===== src/rtl/lcd_stream_ctrl.sv =====
// HD44780-class character LCD controller: self-run power-up init, byte FIFO,
// cursor tracking with automatic line-change commands, timer-paced bus writes.
module lcd_stream_ctrl #(
   parameter int FIFO_DEPTH   = 16,
   parameter int COLS         = 16,
   parameter int EN_CYCLES    = 25,
   parameter int CMD_CYCLES   = 2500,
   parameter int CLR_CYCLES   = 100000,
   parameter int PWRUP_CYCLES = 1000000
) (
   input  logic       clk,
   input  logic       reset,
   input  logic       wr_en,
   input  logic [8:0] wr_data,
   output logic       full,
   output logic       busy,
   output logic       ovf,
   output logic [7:0] LCD,
   output logic       lcdRS,
   output logic       lcdRW,
   output logic       lcdEn,
   output logic [2:0] dbgState
);

   localparam int AW    = $clog2(FIFO_DEPTH);
   localparam int CW    = $clog2(COLS);
   localparam int MAX_A = (PWRUP_CYCLES > CLR_CYCLES) ? PWRUP_CYCLES : CLR_CYCLES;
   localparam int MAX_B = (CMD_CYCLES > EN_CYCLES) ? CMD_CYCLES : EN_CYCLES;
   localparam int MAX_T = (MAX_A > MAX_B) ? MAX_A : MAX_B;
   localparam int TW    = $clog2(MAX_T + 1);

   localparam logic [AW:0]   FULL_CNT  = (AW+1)'(FIFO_DEPTH);
   localparam logic [AW:0]   CNT_ONE   = (AW+1)'(1);
   localparam logic [AW-1:0] PTR_ONE   = AW'(1);
   localparam logic [CW-1:0] COL_LAST  = CW'(COLS - 1);
   localparam logic [CW-1:0] COL_ONE   = CW'(1);
   localparam logic [TW-1:0] TMR_ONE   = TW'(1);
   localparam logic [TW-1:0] PWR_LAST  = TW'(PWRUP_CYCLES - 1);
   localparam logic [TW-1:0] EN_LAST   = TW'(EN_CYCLES - 1);
   localparam logic [TW-1:0] CMD_LAST  = TW'(CMD_CYCLES - 1);
   localparam logic [TW-1:0] CLR_LAST  = TW'(CLR_CYCLES - 1);
   localparam logic [5:0]    COL_LAST6 = 6'(COLS - 1);

   typedef enum logic [2:0] {
      PWRUP = 3'd0,
      SETUP = 3'd1,
      PULSE = 3'd2,
      WAIT  = 3'd3,
      WRAP  = 3'd4,
      IDLE  = 3'd5
   } state_t;

   state_t        state, stateNext;
   logic [TW-1:0] timer, timerNext;
   logic          initMode, initNext;
   logic [2:0]    initIdx, idxNext;
   logic [CW-1:0] col, colNext;
   logic          line, lineNext;
   logic          loadBus;
   logic [8:0]    busNext;
   logic          wrapHit;

   // FIFO
   logic [8:0]    mem [FIFO_DEPTH];
   logic [AW-1:0] wrPtr, rdPtr;
   logic [AW:0]   count, countNext;
   logic          pushOk, popOk;

   // Write port: a push is taken on any cycle wr_en=1 while full=0; a push
   // seen while full=1 is discarded and latches ovf. There is no back-pressure.
   assign pushOk = wr_en && !full;
   assign popOk  = (state == IDLE) && (count != '0);

   always_comb begin
      countNext = count;
      unique case ({pushOk, popOk})
         2'b10:   countNext = count + CNT_ONE;
         2'b01:   countNext = count - CNT_ONE;
         default: countNext = count;
      endcase
   end

   function automatic logic [7:0] initByte(input logic [2:0] idx);
      unique case (idx)
         3'd0, 3'd1, 3'd2: initByte = 8'h38;
         3'd3:             initByte = 8'h0C;
         3'd4:             initByte = 8'h01;
         default:          initByte = 8'h06;
      endcase
   endfunction

   // Clear/home commands need the long settle time; characters never do.
   logic          isClr;
   logic [TW-1:0] waitLast;
   logic [5:0]    tgtCol;
   logic [CW-1:0] colSat;

   assign isClr    = !lcdRS && ((LCD == 8'h01) || (LCD == 8'h02));
   assign waitLast = isClr ? CLR_LAST : CMD_LAST;
   assign tgtCol   = LCD[5:0];
   assign colSat   = (tgtCol >= COL_LAST6) ? COL_LAST : CW'(tgtCol);

   always_comb begin
      stateNext = state;
      timerNext = timer + TMR_ONE;
      initNext  = initMode;
      idxNext   = initIdx;
      colNext   = col;
      lineNext  = line;
      loadBus   = 1'b0;
      busNext   = {lcdRS, LCD};
      wrapHit   = 1'b0;
      unique case (state)
         PWRUP: begin
            if (timer == PWR_LAST) begin
               stateNext = SETUP;
               timerNext = '0;
               initNext  = 1'b1;
               idxNext   = 3'd0;
               loadBus   = 1'b1;
               busNext   = {1'b0, initByte(3'd0)};
            end
         end
         SETUP: begin
            stateNext = PULSE;
            timerNext = '0;
         end
         PULSE: begin
            if (timer == EN_LAST) begin
               stateNext = WAIT;
               timerNext = '0;
            end
         end
         WAIT: begin
            if (timer == waitLast) begin
               timerNext = '0;
               if (lcdRS) begin
                  if (col == COL_LAST) begin
                     colNext  = '0;
                     lineNext = ~line;
                     wrapHit  = 1'b1;
                  end else begin
                     colNext = col + COL_ONE;
                  end
               end else if (isClr) begin
                  colNext  = '0;
                  lineNext = 1'b0;
               end else if (LCD[7]) begin
                  lineNext = LCD[6];
                  colNext  = colSat;
               end
               if (initMode) begin
                  if (initIdx == 3'd5) begin
                     initNext  = 1'b0;
                     stateNext = IDLE;
                  end else begin
                     idxNext   = initIdx + 3'd1;
                     stateNext = SETUP;
                     loadBus   = 1'b1;
                     busNext   = {1'b0, initByte(initIdx + 3'd1)};
                  end
               end else if (wrapHit) begin
                  stateNext = WRAP;
               end else begin
                  stateNext = IDLE;
               end
            end
         end
         WRAP: begin
            // line already holds the new line, so it picks the DDRAM row.
            stateNext = SETUP;
            timerNext = '0;
            loadBus   = 1'b1;
            busNext   = {1'b0, (line ? 8'hC0 : 8'h80)};
         end
         IDLE: begin
            timerNext = '0;
            if (count != '0) begin
               stateNext = SETUP;
               loadBus   = 1'b1;
               busNext   = mem[rdPtr];
            end
         end
         default: begin
            stateNext = PWRUP;
            timerNext = '0;
         end
      endcase
   end

   always_ff @(posedge clk or negedge reset) begin
      if (!reset) begin
         state    <= PWRUP;
         timer    <= '0;
         initMode <= 1'b0;
         initIdx  <= 3'd0;
         col      <= '0;
         line     <= 1'b0;
         LCD      <= 8'h00;
         lcdRS    <= 1'b0;
         lcdEn    <= 1'b0;
         busy     <= 1'b1;
         full     <= 1'b0;
         ovf      <= 1'b0;
         count    <= '0;
         wrPtr    <= '0;
         rdPtr    <= '0;
      end else begin
         state    <= stateNext;
         timer    <= timerNext;
         initMode <= initNext;
         initIdx  <= idxNext;
         col      <= colNext;
         line     <= lineNext;
         if (loadBus) begin
            lcdRS <= busNext[8];
            LCD   <= busNext[7:0];
         end
         lcdEn <= (stateNext == PULSE);
         busy  <= !((stateNext == IDLE) && (countNext == '0));
         full  <= (countNext == FULL_CNT);
         ovf   <= ovf | (wr_en & full);
         count <= countNext;
         if (pushOk) wrPtr <= wrPtr + PTR_ONE;
         if (popOk)  rdPtr <= rdPtr + PTR_ONE;
      end
   end

   always_ff @(posedge clk) begin
      if (pushOk) mem[wrPtr] <= wr_data;
   end

   assign lcdRW    = 1'b0;
   assign dbgState = state;

endmodule


===== config.mk =====
export PLATFORM = sky130hd
export DESIGN_NAME = lcd_stream_ctrl
export DESIGN_NICKNAME = d
export VERILOG_FILES = /design/src/rtl/lcd_stream_ctrl.sv
export SDC_FILE = /design/constraint.sdc
export NUM_CORES = 1
export LEC_CHECK = 0
export ABC_AREA = 1
export CORE_MARGIN = 8
export CORE_UTILIZATION = 53
export DETAILED_ROUTE_END_ITERATION = 7
export PLACE_DENSITY = 0.79
export SETUP_SLACK_MARGIN = 0.05
export SLEW_MARGIN = 15
export SYNTH_ARGS = -nofsm -noshare
export SYNTH_HDL_FRONTEND = slang
export SYNTH_SLANG_ARGS = --single-unit

===== constraint.sdc =====
create_clock -name clk -period 2.5 [get_ports clk]
set_input_delay 0.5 -clock clk [delete_from_list [all_inputs] [get_ports clk]]
set_output_delay 0.5 -clock clk [all_outputs]
set_load 0.03 [all_outputs]

# [Word-level counts from Yosys, hierarchy flattened]
# Memory sizes are Yosys's and may differ from the RTL's.
# Cells that the tools add are included.
[classes] n_eq_ne=27 shifts=0 n_bitwise=3 magnitude_cmp=1 n_reduce_logical=21 addsub=7 div=0 mux=51 multipliers=0
[op_table] operator="two-way mux 20 bit" count=3
[op_table] operator="case mux 20 bit (3 select lines)" count=1
[op_table] operator="two-way mux 9 bit" count=5
[op_table] operator="case mux 9 bit (4 select lines)" count=1
[op_table] operator="two-way mux 3 bit" count=10
[op_table] operator="adder 20 x 1 -> 20 bit (second input constant)" count=1
[op_table] operator="equality test 20 x 17 -> 1 bit" count=1
[op_table] operator="equality test 20 bit (second input constant)" count=1
[op_table] operator="equality test 20 x 5 -> 1 bit (second input constant)" count=1
[op_table] operator="two-way mux 4 bit" count=5
[op_table] operator="two-way mux 1 bit" count=18
[op_table] operator="case mux 3 bit (6 select lines)" count=1
[op_table] operator="case mux 6 bit (3 select lines)" count=1
[op_table] operator="two-way mux 17 bit" count=1
[op_table] operator="equality test 3 x 2 -> 1 bit (second input constant)" count=5
[op_table] operator="equality test 3 bit (second input constant)" count=5
[op_table] operator="adder 4 x 1 -> 4 bit (second input constant)" count=3
[op_table] operator="case mux 5 bit (2 select lines)" count=1
[op_table] operator="equality test 8 x 1 -> 1 bit (second input constant)" count=1
[op_table] operator="equality test 8 x 2 -> 1 bit (second input constant)" count=1
[op_table] operator="inequality test 2 bit (second input constant)" count=4
[op_table] operator="two-way mux 7 bit" count=1
[op_table] operator="AND reduction 7 bit" count=1
[op_table] operator="equality test 3 x 1 -> 1 bit (second input constant)" count=2
[op_table] operator="28 further kinds" count=36
[totals] n_memories=1 regBits=58 romBits=0 in_bits=12 latch_bits=0 elab_cells=126 ramBits=144
[memory_table] name="mem" depth=16 width=9 rd=1 rd_ports_with_merged_regs=0 wr=1 line="64" text="logic [8:0] mem [FIFO_DEPTH];"

# [Logic depth before layout (Yosys ltp)]
[depth] word_depth=14 ltp_mapped=20 ltp_nobuf=20

# [Worst setup path after synthesis]
# Ideal clock, no wire load.
[synth_path] path_kind="reg2reg" from="register state[2], in the netlist dbgState[2]" to="register busy" arrival_ns=2.796 stages_incl_launch_ff=19 period_less_slack_ns=2.878 path_buffers=0 path_slack_ns=-0.378 cell_sequence="dfrtp_1 > inv_1 > nor2_4 > nand2_1 > inv_2 > nand2_4 > inv_1 > ha_1 > inv_1 > fa_1 > nand2_1 > o21ai_0 > nand2_1 > nor2_1 > nand3_1 > nor2_1 > nand3_2 > nor2_2 > nand2_1"
[synth_between] elab_chain_len=7 elab_cells_between_ends=19 classes_between="eq/ne: 8; mux: 6; reduce/logical: 5"
[synth_lines] item="from (decl)" line="53" text="state_t state, stateNext;"
[synth_lines] item="from (signal assigned)" line="209" text="state <= stateNext;"
[synth_lines] item="equality test 3 bit *" line="72" text="assign popOk = (state == IDLE) && (count != '0);"
[synth_lines] item="logical AND 1 bit *" line="72"
[synth_lines] item="via popOk" line="67" text="logic pushOk, popOk;"
[synth_lines] item="equality test 2 x 1 -> 1 bit or equality test 2 bit (tied branches)" line="76" text="unique case ({pushOk, popOk})"
[synth_lines] item="case mux 5 bit (2 select lines) *" line="76"
[synth_lines] item="zero test 5 bit *" line="220" text="busy <= !((stateNext == IDLE) && (countNext == '0));"
[synth_lines] item="logical AND 1 bit *" line="220"
[synth_lines] item="zero test 1 bit *" line="220"
[synth_lines] item="to (signal assigned)" line="220"
[synth_lines] item="to (decl)" line="16" text="output logic busy,"
# Mark *: on every way through the listed nets, which the timed path passes. The rest lies on a longest branch.
# A chain may end at the register's enable or synchronous reset.

# [Worst setup path after layout]
# Ends and elaborated chain as after synthesis.

==> impl_metrics.csv <==
group,metric,value,unit
yosys,yosys_most_used_dff,"edfxtp_1",
yosys,yosysSeqAreaShare,60.3,%
yosys,ys_warn_count,0,
critical_path,end_kind,"flip-flop",
timing,finalMaxSlewViolations,0,
timing,finalClockSkew,0.0170,ns
timing,fin_crit_sh,95.3,%
clock_tree,cts.clk_slew.worst_paths,0.06,ns
power,ir_drop,0.699,mV
critical_path,worstPathArrival,2.81,ns
yosys,synth_top_area_share,45.1,%
drt,via_per_inst,5.48,
die,fp.dieH,150,um
timing,fmax,0.420,GHz
status,status,"finished clean",
drt,drtAntennaViolNets,0,
timing,finalSetupViolCount,0,
global_routing,grt_pass1_vias,6818,
clock_tree,cts_buffers,22,
hold_path,min_path_cells,1,
die,io_pins,29,
layout,drive_gt1_share,12.2,%
placement,place_congestion,0.912,
hold_path,min_to,"ovf$_DFF_PN0_",
global_routing,grt_use_met3,3.55,%
die,die_area,22600,sq um
yosys,yosys-top-cells-area,"edfxtp_1, dfrtp_1, nand2_1, nor2_1, o21ai_0",
drt,drt_iter0_drc,517,
timing,hold_viol,0,
placement,portBuffers,27,
clock_tree,clkLatencyLatePin,0.52,ns
layout,final_common_cell,"nand2_1",
yosys,synth_area,9590,sq um
yosys,ys_seq_elements,202,
clock_tree,cts_num_sinks,202,
timing,timing.hold.ws,0.457,ns
global_routing,grt_max_degree,55,
die,initial_utilization,53.7,%
critical_path,rr_endpoint,"busy$_DFF_PN1_",
power,p_leak,4.50,nW
yosys,synthCells,987,
yosys,avgSynthCellArea,9.71,sq um
hold_path,min_from,"ovf$_DFF_PN0_",
critical_path,crit_fanout,5,
critical_path,r2r_cells,18,
clock_tree,cts_buffer_depth,3,
global_routing,overflow,0,
yosys,synth_top_area_cell,"edfxtp_1",
clock_tree,cts_tree,"built",
die,fp-row-count,49,
drt,vias,7063,
die,die_x,150,um
layout,final_cell_mix,"nand2_1, nor2_1, edfxtp_1, o21ai_0, inv_1",
global_routing,antenna_found_initial,0,
layout,nFillCells,1366,
drt,wirelength,20.9,mm
timing,finalCriticalPeriod,2.38,ns
placement,dp.cells,1244,
drt,post_drt_wl_per_cell,16.2,um
clock_tree,root_buffer,"clkbuf_16",
timing,slew_headroom,61.3,%
global_routing,grt.met2_usage,31.4,%
drt,dr.pass1.iters,5,
yosys,synth_async_sr_flop_share,28.7,%
global_routing,grtUsageMet1,23.9,%
global_routing,grtUsageTotal,18.8,%
die,fp.coreArea,17800,sq um
global_routing,grt_first_pass_wirelength,34.0,mm
timing,tightest_slew,0.581,ns
layout,fin_cells,1290,
timing,rsz0062_at_grt,"true",
power,cellPowerDensity,730,nW/um^2
hold_path,hold_path_class,"reg2reg",
critical_path,cp_common_cell,"nand2_1",
critical_path,worst_path_max_delay_cell,"fa_2",
layout,areaGrowthSynthToFinish,15.4,%
placement,hpwl,13.6,mm
drt,drcViolationCount,0,
yosys,synth_nets,1018,
critical_path,cp.required,2.93,ns
global_routing,grt.busiest_layer,"met2",
critical_path,slowest_delay,0.51,ns
run,cap_violations,0,
yosys,ys_types,45,
critical_path,crit_chain,"inv_2, nor2_4, nand2_2, inv_4, nand2_4, inv_6, ha_4, inv_2, fa_2, nand2_1, o21ai_2, nand2_1, nor2_1, nand3_1, nor2_2, nand3_2, nor2_2, nand2_1",
clock_tree,htreeDepth,1,
critical_path,worstSetupPathType,"reg2reg",
layout,nets,1076,
critical_path,cp-start-kind,"flip-flop",
critical_path,r2r_slack,0.12,ns
layout,diodes,0,
yosys,synth_edf_count,144,
critical_path,r2r-start,"dbgState[2]$_DFF_PN0_",
-- layer usage --
layer	share of wire [%]	routed length (um)	vias to the layer above
li1	-	-	3414
met1	40	8450	3315
met2	49	10300	285
met3	7.7	1610	49
met4	2.7	557	0
met5	0	0	-
-- flip-flops by register name, summed over array words and instances, names as in the netlist --
register  flops
mem         144
timer        20
LCD           8
count         5
col           4
rdPtr         4
wrPtr         4
dbgState      3
initIdx       3
busy          1
full          1
initMode      1
lcdEn         1
lcdRS         1
line          1
ovf           1
-- metrics by stage --
stage	setup slack [ns]	setup TNS, ns	utilization (%)	power, mW	area [sq um]
floorplan	0.0344	0	-	4.57	9610
global placement	-0.155	-0.203	57.6	4.88	10300
detailed placement	-0.250	-0.387	57.6	4.92	10300
CTS	0.0601	0	61.7	8.07	11000
global route	-0.0477	-0.0477	62.0	8.39	11100
finish	0.118	0	62.0	8.08	11100
-- final cells by class --
type / count / area, sq um / area share, %
Clock buffer: 26 / 576 / 5.20
Clock inverter: 14 / 141 / 1.28
Inverter: 91 / 352 / 3.18
Multi-Input combinational cell: 661 / 3330 / 30.1
Sequential cell: 202 / 5780 / 52.3
Tap cell: 229 / 287 / 2.59
Timing Repair Buffer: 67 / 593 / 5.36
-- power by group --
group	internal [mW]	switching, mW
combinational	0.319	0.562
sequential	3.91	0.126
clock	1.86	1.29
total	6.10	1.98
-- how the worst max path moves through the flow --
| stage | from | cells after the start | slack (ns) | end |
|---|---|---|---|---|
| 2_1_floorplan | dbgState[2]$_DFF_PN0_ | 18 | 0.03 | busy$_DFF_PN1_ |
| 3_3_place_gp | wr_en | 14 | -0.15 | busy$_DFF_PN1_ |
| 3_5_place_dp | wr_en | 14 | -0.25 | busy$_DFF_PN1_ |
| 4_1_cts | count[4]$_DFF_PN0_ | 14 | 0.06 | busy$_DFF_PN1_ |
| 5_1_grt | count[4]$_DFF_PN0_ | 17 | -0.05 | busy$_DFF_PN1_ |
| 6_report | dbgState[2]$_DFF_PN0_ | 18 | 0.12 | busy$_DFF_PN1_ |
-- what timing repair did --
item,in CTS,in global routing
hold buffers,1,0
endpoints found under the hold margin,18,0
pin swaps,1,3
endpoints found under the setup margin,1,2
buffers inserted,1,4
resized for setup,0,8
gates cloned,0,0
-- cell usage after synthesis, types with 2 or more instances --
cell type  instances
inv_1             82
nand4_1           15
nor3_1            11
nand2_2            7
or2_2              3
inv_2              7
buf_4              2
dfrtp_1           57
a21oi_1           13
nand2_4            3
clkbuf_1          13
a31oi_1            5
o22ai_1            3
o21ai_0           80
ha_1              18
nand3_1           58
nor2_1           170
nand2_1          204
edfxtp_1         144
nand3_4            2
o211ai_1          21
nand3b_1           2
xor2_1            16
buf_2             13
buf_6              3
o21ai_1            2
nor3_2             2
nor2_4             5
nor2_2             4
nand3_2            7
-- cell families after synthesis --
family	Yosys count	synth area share (%)
compound gates	129	7.54
simple gates	496	22.8
buf+inv	124	5.38
other cells	1	0.0391
flops	202	60.3
xor+xnor	16	1.46
fa+ha+maj	19	2.56
-- worst max-delay path, delay by kind of cell, from the launching register on --
family,cells,cell delay [ns]
adder cells (fa/ha/maj),2,0.69
flip-flops,1,0.36
AO/OA/AOI/OAI,1,0.07
buffers and inverters,4,0.26
AND/OR/NAND/NOR,11,0.94
Note: power is estimated with default switching activity, not from simulation.
